$ cat config.mk
export PLATFORM = sky130hd
export DESIGN_NAME = sram_sp_arbiter
export DESIGN_NICKNAME = d
export VERILOG_FILES = /design/src/rtl/sram_arb_pkg.sv /design/src/rtl/sram_arb_rsp_slot.sv /design/src/rtl/sram_sp_arbiter.sv
export SDC_FILE = /design/constraint.sdc
export NUM_CORES = 1
export LEC_CHECK = 0
export BUFFER_PORTS_ARGS = -buffer_cell sky130_fd_sc_hd__buf_2
export CAP_MARGIN = 25
export CORE_AREA = 2 2 145 147
export CTS_BUF_LIST = sky130_fd_sc_hd__clkbuf_16
export DETAILED_ROUTE_END_ITERATION = 10
export DIE_AREA = 0 0 147 149
export GPL_TIMING_DRIVEN = 1
export PLACE_DENSITY = 0.58
export SYNTH_ARGS = -nofsm -noshare
export SYNTH_HDL_FRONTEND = slang
export SYNTH_HIERARCHICAL = 1
export SYNTH_SLANG_ARGS = --single-unit
export TNS_END_PERCENT = 50
$ cat constraint.sdc
create_clock -name CLK -period 2.1 [get_ports CLK]
set_input_delay 0.42 -clock CLK [delete_from_list [all_inputs] [get_ports CLK]]
set_output_delay 0.42 -clock CLK [all_outputs]
set_load 0.02 [all_outputs]
$ cat src/rtl/sram_arb_pkg.sv
// rtl/sram_arb_pkg.sv - shared constants and types for the single-port SRAM arbiter
// Contents:
//   ADDR_W, DATA_W, BEN_W, NUM_PORTS : macro geometry and requester count
//   BEN_IDLE                         : active-low byte-enable value that masks every byte
//   acc_e                            : access type carried by a granted request
package sram_arb_pkg;

  localparam int ADDR_W    = 13;
  localparam int DATA_W    = 32;
  localparam int BEN_W     = DATA_W / 8;
  localparam int NUM_PORTS = 2;

  localparam logic [BEN_W-1:0] BEN_IDLE = '1;

  typedef enum logic {
    ACC_READ  = 1'b0,
    ACC_WRITE = 1'b1
  } acc_e;

endpackage

$ cat src/rtl/sram_arb_rsp_slot.sv
// rtl/sram_arb_rsp_slot.sv - per-port read response slot (in-flight flag + one-entry buffer)
// Ports:
//   clk, rstn   : clock, synchronous active-low reset
//   rd_accept   : a read from this port is accepted on the current edge
//   rsp_ready   : requester consumes the presented response
//   sram_q      : macro read data, valid in the cycle after the accepting edge
//   slot_free   : a new read may be accepted this cycle
//   rsp_valid   : response presented to the requester
//   rsp_rdata   : response data (buffer first, then live macro data)
module sram_arb_rsp_slot #(
  parameter int DATA_W = 32
) (
  input  logic              clk,
  input  logic              rstn,
  input  logic              rd_accept,
  input  logic              rsp_ready,
  input  logic [DATA_W-1:0] sram_q,
  output logic              slot_free,
  output logic              rsp_valid,
  output logic [DATA_W-1:0] rsp_rdata
);

  logic              inflight_q, inflight_d;
  logic              full_q, full_d;
  logic [DATA_W-1:0] buf_q, buf_d;

  always_comb begin
    inflight_d = rd_accept;
    full_d     = full_q;
    buf_d      = buf_q;
    if (full_q) begin
      if (rsp_ready) begin
        full_d = 1'b0;
      end
    end else if (inflight_q && !rsp_ready) begin
      // Macro output is only valid for one cycle; park it until consumed.
      full_d = 1'b1;
      buf_d  = sram_q;
    end
  end

  always_ff @(posedge clk) begin
    if (!rstn) begin
      inflight_q <= 1'b0;
      full_q     <= 1'b0;
      buf_q      <= '0;
    end else begin
      inflight_q <= inflight_d;
      full_q     <= full_d;
      buf_q      <= buf_d;
    end
  end

  // A read may follow immediately if the current response leaves this cycle.
  assign slot_free = !full_q && (!inflight_q || rsp_ready);

  // Reset is synchronous, so the flags still hold old state during the
  // reset cycle; gate the outputs so no stale response escapes.
  assign rsp_valid = rstn && (full_q || inflight_q);

  always_comb begin
    rsp_rdata = '0;
    if (rstn) begin
      if (full_q) begin
        rsp_rdata = buf_q;
      end else if (inflight_q) begin
        rsp_rdata = sram_q;
      end
    end
  end

endmodule

$ cat src/rtl/sram_sp_arbiter.sv
// rtl/sram_sp_arbiter.sv - two-port arbiter/sequencer for a single-port byte-enable SRAM macro
// Port 0 = instruction fetch, port 1 = data. One access per cycle to the macro.
// Option macro SRAM_ARB_RR_EN: defined = round-robin arbitration with a 1-bit
// preferred-port pointer; undefined = fixed priority, port 1 over port 0.
// Ports:
//   CLK, RSTn                    : clock, synchronous active-low reset
//   Pn_REQ_VALID/READY           : request handshake (READY combinational)
//   Pn_REQ_WRITE/ADDR/BE/WDATA   : request payload (BE active-high, writes only)
//   Pn_RSP_VALID/READY/RDATA     : read response handshake, one-cycle latency
//   SRAM_CEN/GWEN/BEN            : active-low macro controls
//   SRAM_A/D/Q                   : macro address, write data, read data
module sram_sp_arbiter #(
  parameter int ADDR_W = sram_arb_pkg::ADDR_W,
  parameter int DATA_W = sram_arb_pkg::DATA_W
) (
  input  logic                CLK,
  input  logic                RSTn,
  input  logic                P0_REQ_VALID,
  output logic                P0_REQ_READY,
  input  logic                P0_REQ_WRITE,
  input  logic [ADDR_W-1:0]   P0_REQ_ADDR,
  input  logic [DATA_W/8-1:0] P0_REQ_BE,
  input  logic [DATA_W-1:0]   P0_REQ_WDATA,
  output logic                P0_RSP_VALID,
  input  logic                P0_RSP_READY,
  output logic [DATA_W-1:0]   P0_RSP_RDATA,
  input  logic                P1_REQ_VALID,
  output logic                P1_REQ_READY,
  input  logic                P1_REQ_WRITE,
  input  logic [ADDR_W-1:0]   P1_REQ_ADDR,
  input  logic [DATA_W/8-1:0] P1_REQ_BE,
  input  logic [DATA_W-1:0]   P1_REQ_WDATA,
  output logic                P1_RSP_VALID,
  input  logic                P1_RSP_READY,
  output logic [DATA_W-1:0]   P1_RSP_RDATA,
  output logic                SRAM_CEN,
  output logic                SRAM_GWEN,
  output logic [DATA_W/8-1:0] SRAM_BEN,
  output logic [ADDR_W-1:0]   SRAM_A,
  output logic [DATA_W-1:0]   SRAM_D,
  input  logic [DATA_W-1:0]   SRAM_Q
);

  import sram_arb_pkg::*;

  localparam int BW = DATA_W / 8;

  logic slot_free0, slot_free1;
  logic elig0, elig1;
  logic gnt_vld, gnt_port;
  acc_e gnt_acc;

  // Writes bypass the slot check: they produce no response.
  assign elig0 = RSTn && P0_REQ_VALID && (P0_REQ_WRITE || slot_free0);
  assign elig1 = RSTn && P1_REQ_VALID && (P1_REQ_WRITE || slot_free1);

`ifdef SRAM_ARB_RR_EN
  logic ptr_q, ptr_d;

  always_comb begin
    gnt_vld  = elig0 || elig1;
    gnt_port = elig1 && !elig0;
    ptr_d    = ptr_q;
    // Only contested grants move the pointer.
    if (elig0 && elig1) begin
      gnt_port = ptr_q;
      ptr_d    = ~ptr_q;
    end
  end

  always_ff @(posedge CLK) begin
    if (!RSTn) begin
      ptr_q <= 1'b0;
    end else begin
      ptr_q <= ptr_d;
    end
  end
`else
  always_comb begin
    gnt_vld  = elig0 || elig1;
    gnt_port = elig1;
  end
`endif

  assign P0_REQ_READY = gnt_vld && !gnt_port;
  assign P1_REQ_READY = gnt_vld && gnt_port;

  always_comb begin
    SRAM_CEN  = 1'b1;
    SRAM_GWEN = 1'b1;
    SRAM_BEN  = {BW{1'b1}};
    SRAM_A    = '0;
    SRAM_D    = '0;
    gnt_acc   = ACC_READ;
    if (gnt_vld) begin
      SRAM_CEN = 1'b0;
      if (gnt_port) begin
        gnt_acc = P1_REQ_WRITE ? ACC_WRITE : ACC_READ;
        SRAM_A  = P1_REQ_ADDR;
        if (gnt_acc == ACC_WRITE) begin
          SRAM_GWEN = 1'b0;
          SRAM_BEN  = ~P1_REQ_BE;
          SRAM_D    = P1_REQ_WDATA;
        end
      end else begin
        gnt_acc = P0_REQ_WRITE ? ACC_WRITE : ACC_READ;
        SRAM_A  = P0_REQ_ADDR;
        if (gnt_acc == ACC_WRITE) begin
          SRAM_GWEN = 1'b0;
          SRAM_BEN  = ~P0_REQ_BE;
          SRAM_D    = P0_REQ_WDATA;
        end
      end
    end
  end

  sram_arb_rsp_slot #(.DATA_W(DATA_W)) u_slot0 (
    .clk       (CLK),
    .rstn      (RSTn),
    .rd_accept (P0_REQ_READY && !P0_REQ_WRITE),
    .rsp_ready (P0_RSP_READY),
    .sram_q    (SRAM_Q),
    .slot_free (slot_free0),
    .rsp_valid (P0_RSP_VALID),
    .rsp_rdata (P0_RSP_RDATA)
  );

  sram_arb_rsp_slot #(.DATA_W(DATA_W)) u_slot1 (
    .clk       (CLK),
    .rstn      (RSTn),
    .rd_accept (P1_REQ_READY && !P1_REQ_WRITE),
    .rsp_ready (P1_RSP_READY),
    .sram_q    (SRAM_Q),
    .slot_free (slot_free1),
    .rsp_valid (P1_RSP_VALID),
    .rsp_rdata (P1_RSP_RDATA)
  );

endmodule

Word-level counts from Yosys, hierarchy flattened
Cells that the tools add are included.
{ "word_totals": {"in_bits": 138, "output_inout_bits": 119, "regBits": 68, "word_cells": 71} }
{ "classes": {"bitwise": 4, "n_mux": 29, "n_reduce_logical": 32} }
{ "ops": {"columns": ["operator", "n"], "rows": [
  ["$mux 32", 10],
  ["$mux 13", 2],
  ["$mux 4", 4],
  ["$logic_and 1x1->1", 14],
  ["$mux 1", 13],
  ["$logic_not 1->1", 9],
  ["$not 4->4", 2],
  ["$logic_or 1x1->1", 7],
  ["$reduce_and 2->1", 2],
  ["$not 1->1", 2]
]} }

Longest topological paths before layout
{ "depth": {"word_depth": 8, "mapped_depth": 9, "depth_no_buf": 6} }

By module
The synthesis kept the hierarchy.
{ "by_module_without_submodules": {"columns": ["module", "n_inst", "area_each_um2", "cells_per_inst"], "rows": [
  ["sram_arb_rsp_slot", 2, 2064.5, 258],
  ["sram_sp_arbiter", 1, 864.6, 107]
]} }

Least setup slack after synthesis
No wires, ideal clock.
{ "synth_path": {"path_kind": "flip-flop to output port", "startpoint": "reg u_slot1.full_q", "endpoint": "out SRAM_A[10]", "n_path_buf": 4, "arrival_ns": 1.952, "path_stages_with_launch": 9, "path_slack_ns": -0.272, "path_cell_list": "dfxtp_1 -> buf_2 -> buf_2 -> a21oi_1 -> buf_6 -> o211ai_4 -> inv_2 -> buf_6 -> o31ai_1"} }
{ "synth_between": {"elab_chain_cells": 6, "word_cells_on_any_way": 7, "classes_between": "mux: 2; reduce/logical: 5"} }
{ "synth_lines": {"columns": ["element", "line_no", "rtl"], "rows": [
  ["from (decl)", "sram_arb_rsp_slot.sv:24", "logic full_q, full_d;"],
  ["from (signal assigned)", "sram_arb_rsp_slot.sv:49", "full_q <= full_d;"],
  ["$logic_not 1->1 *", "sram_arb_rsp_slot.sv:55", "assign slot_free = !full_q && (!inflight_q || rsp_ready);"],
  ["$logic_and 1x1->1 *", "sram_arb_rsp_slot.sv:55", null],
  ["via slot_free1", "sram_sp_arbiter.sv:48", "logic slot_free0, slot_free1;"],
  ["$logic_or 1x1->1 *", "sram_sp_arbiter.sv:55", "assign elig1 = RSTn && P1_REQ_VALID && (P1_REQ_WRITE || slot_free1);"],
  ["$logic_and 1x1->1 *", "sram_sp_arbiter.sv:55", null],
  ["$mux 13 or $logic_or 1x1->1 (tied branches)", "sram_sp_arbiter.sv:97, sram_sp_arbiter.sv:80", null],
  ["$mux 13 *", "sram_sp_arbiter.sv:95", "if (gnt_vld) begin"],
  ["to (decl)", "sram_sp_arbiter.sv:39", "output logic [ADDR_W-1:0] SRAM_A,"]
]} }
Mark *: on every way through the listed nets, which the timed path passes. The rest lies on a longest branch.

Worst setup path after layout
{ "layout_path": {"startpoint": "reg u_slot1.full_q", "endpoint": "out SRAM_A[7]"} }
Same word-level chain as after synthesis.

==> impl_metrics.yaml <==
outcome:
  status: "finished, violations left"
  violations: "negative setup slack"
min_path:
  hold_path_class: "in2reg"
logic_synthesis:
  syn_area_per_cell_um2: 8.02
  synth_cell_types: 27
  synth_seq_cells: 68
  syn_nets: 761
  yosysWarnings: 6
  synth_area_um2: 4990
  netlist_instances: 623
  yosysSeqAreaShare: 0.273
cts:
  numCtsBuffers: 9
  cts-root-buf: "clkbuf_16"
  htreeDepth: 3
  hold_buffers: 0
  cts_tree: "built"
  cts_sinks: 68
  clock_latency_ns: 0.34
  cts.path.max_buffers: 2
  clk_pin_slew_ns: 0.06
layout:
  postLayoutCellArea_um2: 7110
  fin_cells: 1129
  fillers: 2176
  antenna_cells: 0
  nNetsFinal: 987
  fin_util: 0.346
  layout-drive-gt1-share: 0.388
  syn_to_final_growth_pct: 42.3
worst_setup_path:
  start_kind: "flop"
  worstSetupPathType: "reg2out"
  crit_required_ns: 1.68
  crit_arrival_ns: 1.69
  end_kind: "output port"
  crit_fanout: 5
sta:
  setup_ws_ns: -0.0107
  fin_setup_tns_ns: -0.0107
  final_hold_viol_count: 0
  period_share: 1.01
  fin_crit_ns: 2.11
  final_max_slew_viol_count: 0
  max_clock_freq_ghz: 0.474
  relSlewSlack: 0.703
  grt_setup_unrepaired: "yes"
  worstMarginPinSlew_ns: 0.446
  setup-violations-final: 1
  skew_ns: 0.00654
power_and_ir_drop:
  irDropWorstVdd_mv: 0.288
  leakagePower_nw: 2.95
  power-per-cell-area_nw_per_um2: 500
floorplanning:
  ioPinCount: 257
  die_area_um2: 21900
  fp.coreArea_um2: 20600
  start_util: 0.243
  die_y_um: 149
  die_w_um: 147
  rows: 53
placed_design:
  pre_cts_slack_ns: -0.100
  gp_congestion: 0.886
  portBuffers: 256
  hpwl_um: 13500
  dpl.cell_count: 1107
  place_area_um2: 6480
drt:
  wl_per_cell_um: 16.8
  ant_nets: 0
  drtIter0Drc: 243
  wl_um: 19000
  drc_errors: 0
  vias: 5347
  vias_per_cell: 4.74
  dr.pass1.iters: 4
global_route:
  grt_pass1_vias: 5008
  grt-ovfl-total: 0
  antenna_found_initial: 1
  track_usage: 0.165
  grt_first_pass_wirelength_um: 28100
  grt_start_max_net_pins: 114
job:
  maxCapViolations: 0
==> where the power goes <==
part / switching, mW / total (mW) / internal [mW]
Sequential: 0.00836 / 1.31 / 1.31
Clock: 0.582 / 1.48 / 0.902
Combinational: 0.428 / 0.752 / 0.325
Total: 1.02 / 3.55 / 2.53
==> kinds of logic (layout without fill, tap and decap cells) <==
kind of cell           Yosys count  after routing  share of synthesized area
AND/OR/NAND/NOR                268            268                      0.260
flip-flops                      68             68                      0.273
multiplexers                    64             64                      0.128
AO/OA/AOI/OAI                  134            134                      0.225
buffers and inverters           89            320                      0.114
==> synth_stat cells <==
master,instances,area share
clkbuf_1,28,0.021
a21oi_1,3,0.0030
o211ai_1,1,0.0015
inv_2,1,0.00075
a32o_1,32,0.064
and2_1,5,0.0063
mux2i_1,64,0.13
o2111ai_1,13,0.023
nor3_1,1,0.0010
buf_6,13,0.029
inv_1,15,0.011
buf_2,23,0.023
nand2_1,192,0.14
nor2_1,2,0.0015
o211ai_4,1,0.0043
a32oi_1,4,0.0070
o21a_1,2,0.0030
buf_4,3,0.0045
o31ai_1,13,0.020
buf_12,6,0.024
o21ai_4,1,0.0033
and3_1,1,0.0013
dfxtp_1,68,0.27
and3_4,1,0.0023
nand3b_1,64,0.096
a21boi_1,64,0.096
nor3b_4,2,0.0075
==> metrics by stage <==
stage	hold WS [ns]	total power [mW]
final	0.359	3.55
after global routing	0.351	3.71
after CTS	0.346	3.57
after detailed placement	0.447	2.02
after global placement	0.442	2.02
after floorplan	0.435	1.72
==> critical path, stage by stage (launching register included) <==
cell and delay (ns):
dfxtp_2 0.37, a21oi_4 0.07, o211ai_4 0.20, clkinv_4 0.13, buf_12 0.16, o31ai_2 0.24, buf_4 0.18
==> area by class of cell <==
type | instances | area [um2] | share of cell area
inverter | 16 | 65.1 | 0.00915
sequential | 68 | 1370 | 0.193
timing repair buffer | 288 | 1830 | 0.257
tap | 275 | 344 | 0.0484
multi-input combinational | 466 | 3220 | 0.453
clock inverter | 7 | 58.8 | 0.00827
clock buffer | 9 | 225 | 0.0317
==> flip-flops by register name (all words and copies together), names as in the netlist <==
name and cells:
u_slot0/inflight_q 1, u_slot1/inflight_q 1, u_slot1/buf_q 32, u_slot1/full_q 1
u_slot0/full_q 1, u_slot0/buf_q 32
==> routing by layer <==
layer  track usage  vias to the layer above  share of wire
li1              -                     2632              -
met1         0.188                     2468           0.40
met2         0.290                      211           0.49
met3        0.0443                       34          0.067
met4        0.0740                        2          0.037
met5             0                        -        0.00068
==> worst paths after layout <==
| kind | start | end | slack [ns] | cells after the start |
|---|---|---|---|---|
| min | SRAM_Q[10] | u_slot0/buf_q[10]$_SDFFE_PN0P_ | 0.36 | 3 |
| max reg2reg | u_slot0/inflight_q$_SDFF_PN0_ | u_slot0/buf_q[6]$_SDFFE_PN0P_ | 0.44 | 5 |
| min reg2reg | u_slot1/buf_q[16]$_SDFFE_PN0P_ | u_slot1/buf_q[16]$_SDFFE_PN0P_ | 0.45 | 2 |
| max | u_slot1/full_q$_SDFF_PN0_ | SRAM_A[7] | -0.01 | 6 |
==> cell usage in the layout, fill, tap and decap left out, types with 2 or more instances in the layout <==
cell	netlist	layout
buf_2	23	229
nand2_1	192	192
nand3b_1	64	64
a21boi_1	64	64
mux2i_1	64	64
dfxtp_1	68	64
a32o_1	32	28
buf_4	3	26
buf_6	13	20
inv_1	15	15
o2111ai_1	13	13
buf_12	6	11
clkbuf_16	0	10
o31ai_4	0	7
and2_1	5	5
o31ai_2	0	5
a32o_2	0	4
a32oi_1	4	3
dfxtp_2	0	3
nor2_1	2	2
clkinv_1	0	2
clkinv_2	0	2
a21oi_4	0	2
o21a_1	2	2
nor3b_4	2	2
==> repair_timing <==
action	4_1_cts	5_1_grt
endpoints found under the setup margin	22	46
buffers inserted	5	1
resized for setup	50	26
cloned	2	1
pin swaps	21	10
(Power assumes the default switching activity.)
